**config.mk**
```make
export PLATFORM = sky130hd
export DESIGN_NAME = caxi4interconnect_slv_mem_responder
export DESIGN_NICKNAME = d
export VERILOG_FILES = /design/src/rtl/caxi4interconnect_slv_mem_responder.sv
export SDC_FILE = /design/constraint.sdc
export NUM_CORES = 1
export LEC_CHECK = 0
export CORE_MARGIN = 1.5
export CORE_UTILIZATION = 55
export CTS_BUF_LIST = sky130_fd_sc_hd__clkbuf_8
export DETAILED_ROUTE_END_ITERATION = 8
export PLACE_DENSITY_LB_ADDON = 0.08
export SYNTH_ARGS = -nofsm -noshare
export SYNTH_HDL_FRONTEND = slang
export SYNTH_SLANG_ARGS = --single-unit
```
**constraint.sdc**
```tcl
create_clock -name ACLK -period 2.92 [get_ports ACLK]
set_input_delay 0.73 -clock ACLK [delete_from_list [all_inputs] [get_ports ACLK]]
set_output_delay 0.73 -clock ACLK [all_outputs]
set_load 0.01 [all_outputs]
```
**src/rtl/caxi4interconnect_slv_mem_responder.sv**
```systemverilog
// AXI4 slave-end responder backed by a small register memory.
// Independent write (AW/W/B) and read (AR/R) state machines, INCR full-width bursts only.
module caxi4interconnect_slv_mem_responder #(
    parameter int ID_WIDTH   = 1,
    parameter int ADDR_WIDTH = 20,
    parameter int DATA_WIDTH = 32,
    parameter int MEM_DEPTH  = 16
) (
    input  logic                    ACLK,
    input  logic                    ARESETN,
    input  logic [ID_WIDTH-1:0]     AWID,
    input  logic [ADDR_WIDTH-1:0]   AWADDR,
    input  logic [7:0]              AWLEN,
    input  logic                    AWVALID,
    output logic                    AWREADY,
    input  logic [DATA_WIDTH-1:0]   WDATA,
    input  logic [DATA_WIDTH/8-1:0] WSTRB,
    input  logic                    WLAST,
    input  logic                    WVALID,
    output logic                    WREADY,
    output logic [ID_WIDTH-1:0]     BID,
    output logic [1:0]              BRESP,
    output logic                    BVALID,
    input  logic                    BREADY,
    input  logic [ID_WIDTH-1:0]     ARID,
    input  logic [ADDR_WIDTH-1:0]   ARADDR,
    input  logic [7:0]              ARLEN,
    input  logic                    ARVALID,
    output logic                    ARREADY,
    output logic [ID_WIDTH-1:0]     RID,
    output logic [DATA_WIDTH-1:0]   RDATA,
    output logic [1:0]              RRESP,
    output logic                    RLAST,
    output logic                    RVALID,
    input  logic                    RREADY
);
    localparam int STRB_W  = DATA_WIDTH / 8;
    localparam int IDX_LSB = $clog2(STRB_W);
    localparam int IDX_W   = $clog2(MEM_DEPTH);
    localparam int DEC_LSB = IDX_LSB + IDX_W;

    typedef enum logic [1:0] {W_IDLE, W_DATA, W_RESP} w_state_t;
    typedef enum logic {R_IDLE, R_DATA} r_state_t;

    logic [DATA_WIDTH-1:0] mem [MEM_DEPTH];
    w_state_t              w_state, w_next;
    r_state_t              r_state, r_next;
    logic                  live;
    logic [IDX_W-1:0]      w_idx, r_idx, aw_idx, ar_idx;
    logic [7:0]            w_len, w_cnt, r_len, r_cnt;
    logic                  w_dec, w_err, r_dec;
    logic                  aw_dec, ar_dec;
    logic                  aw_hs, w_hs, ar_hs, r_hs;
    logic                  w_last_beat, r_last_beat, wlast_err;
    logic                  unused_addr;

    assign aw_idx      = AWADDR[IDX_LSB +: IDX_W];
    assign ar_idx      = ARADDR[IDX_LSB +: IDX_W];
    assign aw_dec      = |AWADDR[ADDR_WIDTH-1:DEC_LSB];
    assign ar_dec      = |ARADDR[ADDR_WIDTH-1:DEC_LSB];
    assign unused_addr = ^{AWADDR[IDX_LSB-1:0], ARADDR[IDX_LSB-1:0]};

    assign aw_hs       = AWVALID && AWREADY;
    assign w_hs        = WVALID && WREADY;
    assign ar_hs       = ARVALID && ARREADY;
    assign r_hs        = RVALID && RREADY;
    assign w_last_beat = (w_cnt == w_len);
    assign r_last_beat = (r_cnt == r_len);
    assign wlast_err   = (WLAST != w_last_beat);

    // Holds both READY outputs low until the first clock edge after reset release.
    always_ff @(posedge ACLK or negedge ARESETN) begin
        if (!ARESETN) live <= 1'b0;
        else          live <= 1'b1;
    end

    always_ff @(posedge ACLK or negedge ARESETN) begin
        if (!ARESETN) begin
            w_state <= W_IDLE;
            r_state <= R_IDLE;
        end else begin
            w_state <= w_next;
            r_state <= r_next;
        end
    end

    always_comb begin
        w_next  = w_state;
        AWREADY = 1'b0;
        WREADY  = 1'b0;
        BVALID  = 1'b0;
        case (w_state)
            W_IDLE: begin
                AWREADY = live;
                if (AWVALID && live) w_next = W_DATA;
            end
            W_DATA: begin
                WREADY = 1'b1;
                if (WVALID && w_last_beat) w_next = W_RESP;
            end
            W_RESP: begin
                BVALID = 1'b1;
                if (BREADY) w_next = W_IDLE;
            end
            default: w_next = W_IDLE;
        endcase
    end

    always_comb begin
        r_next  = r_state;
        ARREADY = 1'b0;
        RVALID  = 1'b0;
        RLAST   = 1'b0;
        case (r_state)
            R_IDLE: begin
                ARREADY = live;
                if (ARVALID && live) r_next = R_DATA;
            end
            R_DATA: begin
                RVALID = 1'b1;
                RLAST  = r_last_beat;
                if (RREADY && r_last_beat) r_next = R_IDLE;
            end
            default: r_next = R_IDLE;
        endcase
    end

    // Write burst bookkeeping; BRESP is fixed on the final beat and held through W_RESP.
    always_ff @(posedge ACLK or negedge ARESETN) begin
        if (!ARESETN) begin
            BID   <= '0;
            BRESP <= 2'b00;
            w_idx <= '0;
            w_len <= '0;
            w_cnt <= '0;
            w_dec <= 1'b0;
            w_err <= 1'b0;
        end else if (aw_hs) begin
            BID   <= AWID;
            w_idx <= aw_idx;
            w_len <= AWLEN;
            w_cnt <= '0;
            w_dec <= aw_dec;
            w_err <= 1'b0;
        end else if (w_hs) begin
            w_idx <= w_idx + 1'b1;
            w_cnt <= w_cnt + 8'd1;
            if (wlast_err) w_err <= 1'b1;
            if (w_last_beat) begin
                if (w_dec)                   BRESP <= 2'b11;
                else if (w_err || wlast_err) BRESP <= 2'b10;
                else                         BRESP <= 2'b00;
            end
        end
    end

    always_ff @(posedge ACLK or negedge ARESETN) begin
        if (!ARESETN) begin
            for (int i = 0; i < MEM_DEPTH; i++) mem[i] <= '0;
        end else if (w_hs && !w_dec) begin
            for (int b = 0; b < STRB_W; b++) begin
                if (WSTRB[b]) mem[w_idx][b*8 +: 8] <= WDATA[b*8 +: 8];
            end
        end
    end

    // RDATA is loaded only on AR or R handshakes, so it samples pre-write memory and holds under stall.
    always_ff @(posedge ACLK or negedge ARESETN) begin
        if (!ARESETN) begin
            RID   <= '0;
            RDATA <= '0;
            RRESP <= 2'b00;
            r_idx <= '0;
            r_len <= '0;
            r_cnt <= '0;
            r_dec <= 1'b0;
        end else if (ar_hs) begin
            RID   <= ARID;
            RDATA <= ar_dec ? '0 : mem[ar_idx];
            RRESP <= ar_dec ? 2'b11 : 2'b00;
            r_idx <= ar_idx + 1'b1;
            r_len <= ARLEN;
            r_cnt <= '0;
            r_dec <= ar_dec;
        end else if (r_hs && !r_last_beat) begin
            RDATA <= r_dec ? '0 : mem[r_idx];
            r_idx <= r_idx + 1'b1;
            r_cnt <= r_cnt + 8'd1;
        end
    end
endmodule

```
==> results.cfg, run 1 <==
[cells_and_area]
area_growth_pct = 15.2
nNetsFinal = 2464
drive_above_1_share_pct = 39.5

[timing]
setup-violations-final = 0
rsz0062_at_grt = no
setup_tns_ns = 0
tightest_slew_ns = 0.738
finClkSkew_ns = 0.0283
maxSlewHeadroom_pct = 50.8
hold_viol_final = 0
fin_crit_sh_pct = 95.0
slew_violations = 0
fmax_mhz = 360
min_period_ns = 2.77

[clock_tree]
root_buffer = clkbuf_8
cts_tree = yes
cts.sinks = 595
path_clk_slew_ns = 0.06
h-tree-depth = 3
cts.path.max_buffers = 3
cts_made_buffers = 102
clk-insertion-delay-late_ns = 0.70

[critical_path]
critPathKind = reg -> out
critPathArrivalTime_ns = 2.04
cp-end-kind = output pin
crit_fanout = 5
crit_required_ns = 2.19
cp-start-kind = flip-flop

[grt]
grt_use_total_pct = 29.7
grt_pass1_vias = 22115
antenna_found_initial = 2
grt_start_max_net_pins = 91
grt_overflow = 0
grt_first_pass_wirelength_mm = 135

[placement]
portBuffers = 141
globalplace.congestion = 0.849
dpl.hpwl_mm = 54.3

[yosys]
syn_area_um2 = 32300
synth_top_area_cell = dfrtp_1
synth_flop_cell = dfrtp_1
netlist.area_leader.share_pct = 46.0
synthesis.nets = 2279
synth.distinct_cells = 57
seq_area_frac_synth_pct = 46.0
async_flop_share_pct = 100
synth_edf_count = 0
yosys_warnings = 0
synthCells = 2170
syn_avg_cell_area_um2 = 14.9
ys_seq_elements = 595
synth_area_leaders = dfrtp_1, mux4_2, mux2_4

[die]
die_y_um = 246
io_pins = 146
coreArea_um2 = 57900
die_area_um2 = 60300
row_count = 88
start_util_pct = 55.8
die_x_um = 246

[power]
p_total_mw = 28.0
power_density_nw_per_um2 = 752
max-vdd-ir-drop_mv = 0.625
leakage_nw = 17.5

[detailed_routing]
wl_mm = 87.0
viasPerCell = 6.46
drt_iter0_drc = 1431
wl_per_cell_um = 27.3
drc_errors = 0
ant_nets = 0
first_pass_iters = 7
dr_total_vias = 20598

[job]
drv_cap = 0

[run_status]
status = completed

[hold_path]
hold_path_class = reg -> reg
-- metal layers --
layer	up-vias	global-route usage (%)	wire [um]
li1	8746	-	-
met1	10905	40.2	36400
met2	735	48.0	42200
met3	212	4.67	5130
met4	0	12.7	3330
met5	-	0	0
-- registers in the layout, summed over array words and instances, names as in the netlist, 2 cells and up --
signal   count
w_idx        4
mem        512
w_state      2
r_cnt        8
w_len        8
r_len        8
BRESP        2
r_idx        4
w_cnt        8
RDATA       32
-- where the power goes --
part / internal [mW] / total (mW) / switching [mW]
Combinational: 4.89 / 9.19 / 4.31
Sequential: 10.0 / 11.5 / 1.47
Clock: 3.98 / 7.38 / 3.40
-- path summary, 6_finish.rpt --
| path | depth (start not counted) | slack, ns | to | startpoint |
|---|---|---|---|---|
| max | 5 | 0.15 | RLAST | r_cnt[0] |
| min | 2 | 0.48 | RID | RID |
| max in group asynchronous | 3 | 1.36 | mem[433] | ARESETN |
| max reg2reg | 5 | 0.51 | RDATA[3] | r_idx[1] |
| min in group asynchronous | 2 | 0.58 | r_len[3] | ARESETN |
| min reg2reg | 2 | 0.48 | RID | RID |
-- cell usage in the layout, fill, tap and decap left out, drive strengths merged, types with 17 or more instances in the layout --
cell type,count
dfrtp,595
mux2,527
mux4,219
clkdlybuf4s50,136
clkbuf,128
buf,121
nand2,117
mux2i,111
o22ai,94
nor2,58
inv,38
nor4,37
o21ai,36
a22oi,35
o32a,31
xnor2,20
and2,17
-- worst max-delay path, stage by stage (launching register included) --
cell and delay, ns:
dfrtp_2 0.45, xnor2_1 0.17, nand4_1 0.18, nor2_1 0.16, and2_1 0.13, dlygate4sd2_1 0.27
-- cell usage after synthesis (31+ instances only) --
| cell type | n |
|---|---|
| mux4_2 | 219 |
| a22oi_1 | 35 |
| nor2_1 | 58 |
| dfrtp_1 | 595 |
| nand2_1 | 76 |
| mux2i_1 | 111 |
| mux2_4 | 240 |
| o22ai_1 | 94 |
| buf_2 | 54 |
| mux2_1 | 112 |
| clkbuf_1 | 88 |
| nor4_1 | 37 |
| o32a_1 | 31 |
| mux2_2 | 175 |
-- area by class of cell --
| cell class | count | area [um2] |
|---|---|---|
| sequential | 595 | 14900 |
| tap | 765 | 957 |
| timing repair buffer | 259 | 2780 |
| clock buffer | 128 | 1760 |
| clock inverter | 43 | 203 |
| antenna | 2 | 5.00 |
| inverter | 6 | 22.5 |
| multi-input combinational | 1391 | 16600 |
| fill | 4260 | 20600 |
-- through the flow --
stage	setup slack [ns]	hold slack, ns	utilization, %	cell area [um2]	instances
finish	0.146	0.481	64.4	37300	3189
global route	0.000997	0.511	64.4	37300	3188
CTS	0.0726	0.484	64.3	37300	3186
detailed placement	0.174	0.470	60.9	35300	3011
global placement	0.215	0.460	60.9	35300	3011
floorplan	0.583	0.434	-	32300	2170
-- cells by family after synthesis --
logic type	Yosys count	share of synthesized area, %
AOI/OAI and AO/OA	221	4.71
xor gates and xnor gates	26	0.704
adders and majority gates	7	0.271
buffers and inverters	184	2.70
DFF	595	46.0
muxes	857	39.8
other	1	0.0116
and+or+nand+nor	279	5.74
-- timing repair --
| action | in CTS | in global routing |
|---|---|---|
| resized for setup | 4 | 2 |
| setup endpoints to repair | 2 | 2 |
| setup buffers | 3 | 1 |
| endpoints found under the hold margin | 43 | 0 |
| hold buffers | 1 | 0 |
| pin swaps | 2 | 1 |
Note: power is estimated with default switching activity, not from simulation.
==> run 2, diff against run 1 <==
==> constraint.sdc (replaced) <==
create_clock -name ACLK -period 2.92 [get_ports ACLK]
set_input_delay 0.438 -clock ACLK [delete_from_list [all_inputs] [get_ports ACLK]]
set_output_delay 0.438 -clock ACLK [all_outputs]
set_load 0.01 [all_outputs]
==> results.cfg, run 2 (synthesized netlist as in run 1, its figures left out) <==
[cells_and_area]
reg_top3 = mem: 512 flops, RDATA: 32 flops
nNetsFinal = 2446
largest_register_ffs = 512
drive_above_1_share_pct = 39.5
most-common-layout-cells = dfrtp_1, mux2_4, mux4_2
layout_commonest_cell = dfrtp_1
regMostFlops = mem
area_growth_pct = 15.0

[die]
coreArea_um2 = 57900
die_y_um = 246
start_util_pct = 55.8
die_area_um2 = 60300
io_pins = 146
row_count = 88
die_x_um = 246

[grt]
grt_pass1_vias = 21782
grt_overflow = 0
grt_use_total_pct = 29.3
grt_start_max_net_pins = 95
grt_first_pass_wirelength_mm = 133
antenna_found_initial = 1

[job]
drv_cap = 0

[timing]
finClkSkew_ns = 0.0261
rsz0062_at_grt = no
worst_slack_ns = 0.228
maxSlewHeadroom_pct = 20.8
fmax_mhz = 371
min_period_ns = 2.69
fin_crit_sh_pct = 92.2
setup_tns_ns = 0
tightest_slew_ns = 1.19
holdWs_ns = 0.240
setup-violations-final = 0
slew_violations = 0
hold_viol_final = 0

[power]
max-vdd-ir-drop_mv = 0.496
leakage_nw = 17.5
power_density_nw_per_um2 = 767

[critical_path]
crit_required_ns = 2.48
reg2reg_depth = 4
cp-end-kind = output pin
r2r_start = r_idx[1]
critPathArrivalTime_ns = 2.25
critPathBufInv = 2
critPathKind = reg -> out
slowest_stage = dfrtp_1
crit_fanout = 5
r2r_slack_ns = 0.62
reg2reg_to = RDATA[7]
crit_path_max_incr_delay_ns = 0.45
path_cells = xnor2_1 > nand4_1 > nor2_1 > buf_4 > and2_1 > dlygate4sd2_1
critPathTopFamily = simple AND/OR/NAND/NOR gates
cp-start-kind = flip-flop
cp-startpoint = r_cnt[0]

[detailed_routing]
dr_total_vias = 20500
wl_per_cell_um = 27.1
drc_errors = 0
drt_iter0_drc = 1394
viasPerCell = 6.43
first_pass_iters = 8
wl_mm = 86.3
ant_nets = 0

[clock_tree]
h-tree-depth = 3
post_cts_buffers = 0
root_buffer = clkbuf_8
cts.path.max_buffers = 3
cts.sinks = 595
clk-insertion-delay-late_ns = 0.72
cts_tree = yes
path_clk_slew_ns = 0.06
cts_made_buffers = 101

[placement]
dpl.hpwl_mm = 54.5
dp_slack_ns = 0.261
portBuffers = 141
globalplace.congestion = 0.845

[run_status]
status = completed

[hold_path]
hold_path_class = in -> async
==> run 2: changes by cell type in the layout (fill, tap and decap cells not counted), moves of 2 or more <==
cell       delta
clkinv_2     +13
inv_6         +2
dfrtp_1       +3
bufinv_16     +2
inv_1         -4
buf_12       -11
clkbuf_8      +4
dfrtp_2       -3
buf_4         -6
==> run 2: metal layers <==
layer  up-vias  wire [um]  part of all wire, %  global-route usage (%)
met5         -          0                    0                       0
met4         0       2930                  3.4                    10.9
met3       208       5400                  6.3                    5.72
met2       705      41400                   48                    47.0
met1     10862      36500                   42                    39.6
li1       8725          -                    -                       -
==> run 2: per-stage QoR <==
| stage | power [mW] | utilization [%] | instance area, um2 | std cells |
|---|---|---|---|---|
| 3_3_place_gp | 20.4 | 60.5 | 35000 | 2998 |
| 3_5_place_dp | 20.7 | 60.5 | 35000 | 2998 |
| 5_1_grt | 29.8 | 64.2 | 37200 | 3189 |
| 6_report | 28.5 | 64.2 | 37200 | 3189 |
| 2_1_floorplan | 17.5 | - | 32300 | 2170 |
| 4_1_cts | 28.7 | 64.2 | 37200 | 3188 |
==> run 2: layout make-up <==
class	instances	area (um2)
Tap cell	765	957
Antenna cell	1	2.50
Fill cell	4337	20700
Clock inverter	57	338
Clock buffer	132	1820
Multi-Input combinational cell	1391	16600
Timing Repair Buffer	242	2510
Sequential cell	595	14900
Inverter	6	22.5
==> run 2: how the worst max path moves through the flow <==
stage | end | cells after the start
finish | RLAST | 6
global route | RLAST | 6
CTS | RLAST | 6
detailed placement | mem[415] | 6
global placement | mem[436] | 6
floorplan | RDATA[21] | 6
==> run 2: power breakdown <==
part,leakage [nW],switching [mW],internal [mW]
Clock,1.24,3.58,4.32
Combinational,8.13,4.17,4.86
Sequential,8.09,1.57,10.0
==> run 2: what timing repair did <==
item	in CTS	in global routing
endpoints found under the setup margin	1	0
endpoints found under the hold margin	44	0
hold buffers	1	0
gates resized for setup	2	0
==> run 2: worst reg2reg max path: cells and delay by family (launching register included) <==
kind             cells  cell delay (ns)
AO/OA/AOI/OAI        2             0.87
flip-flops           1             0.51
AND/OR/NAND/NOR      2             0.83
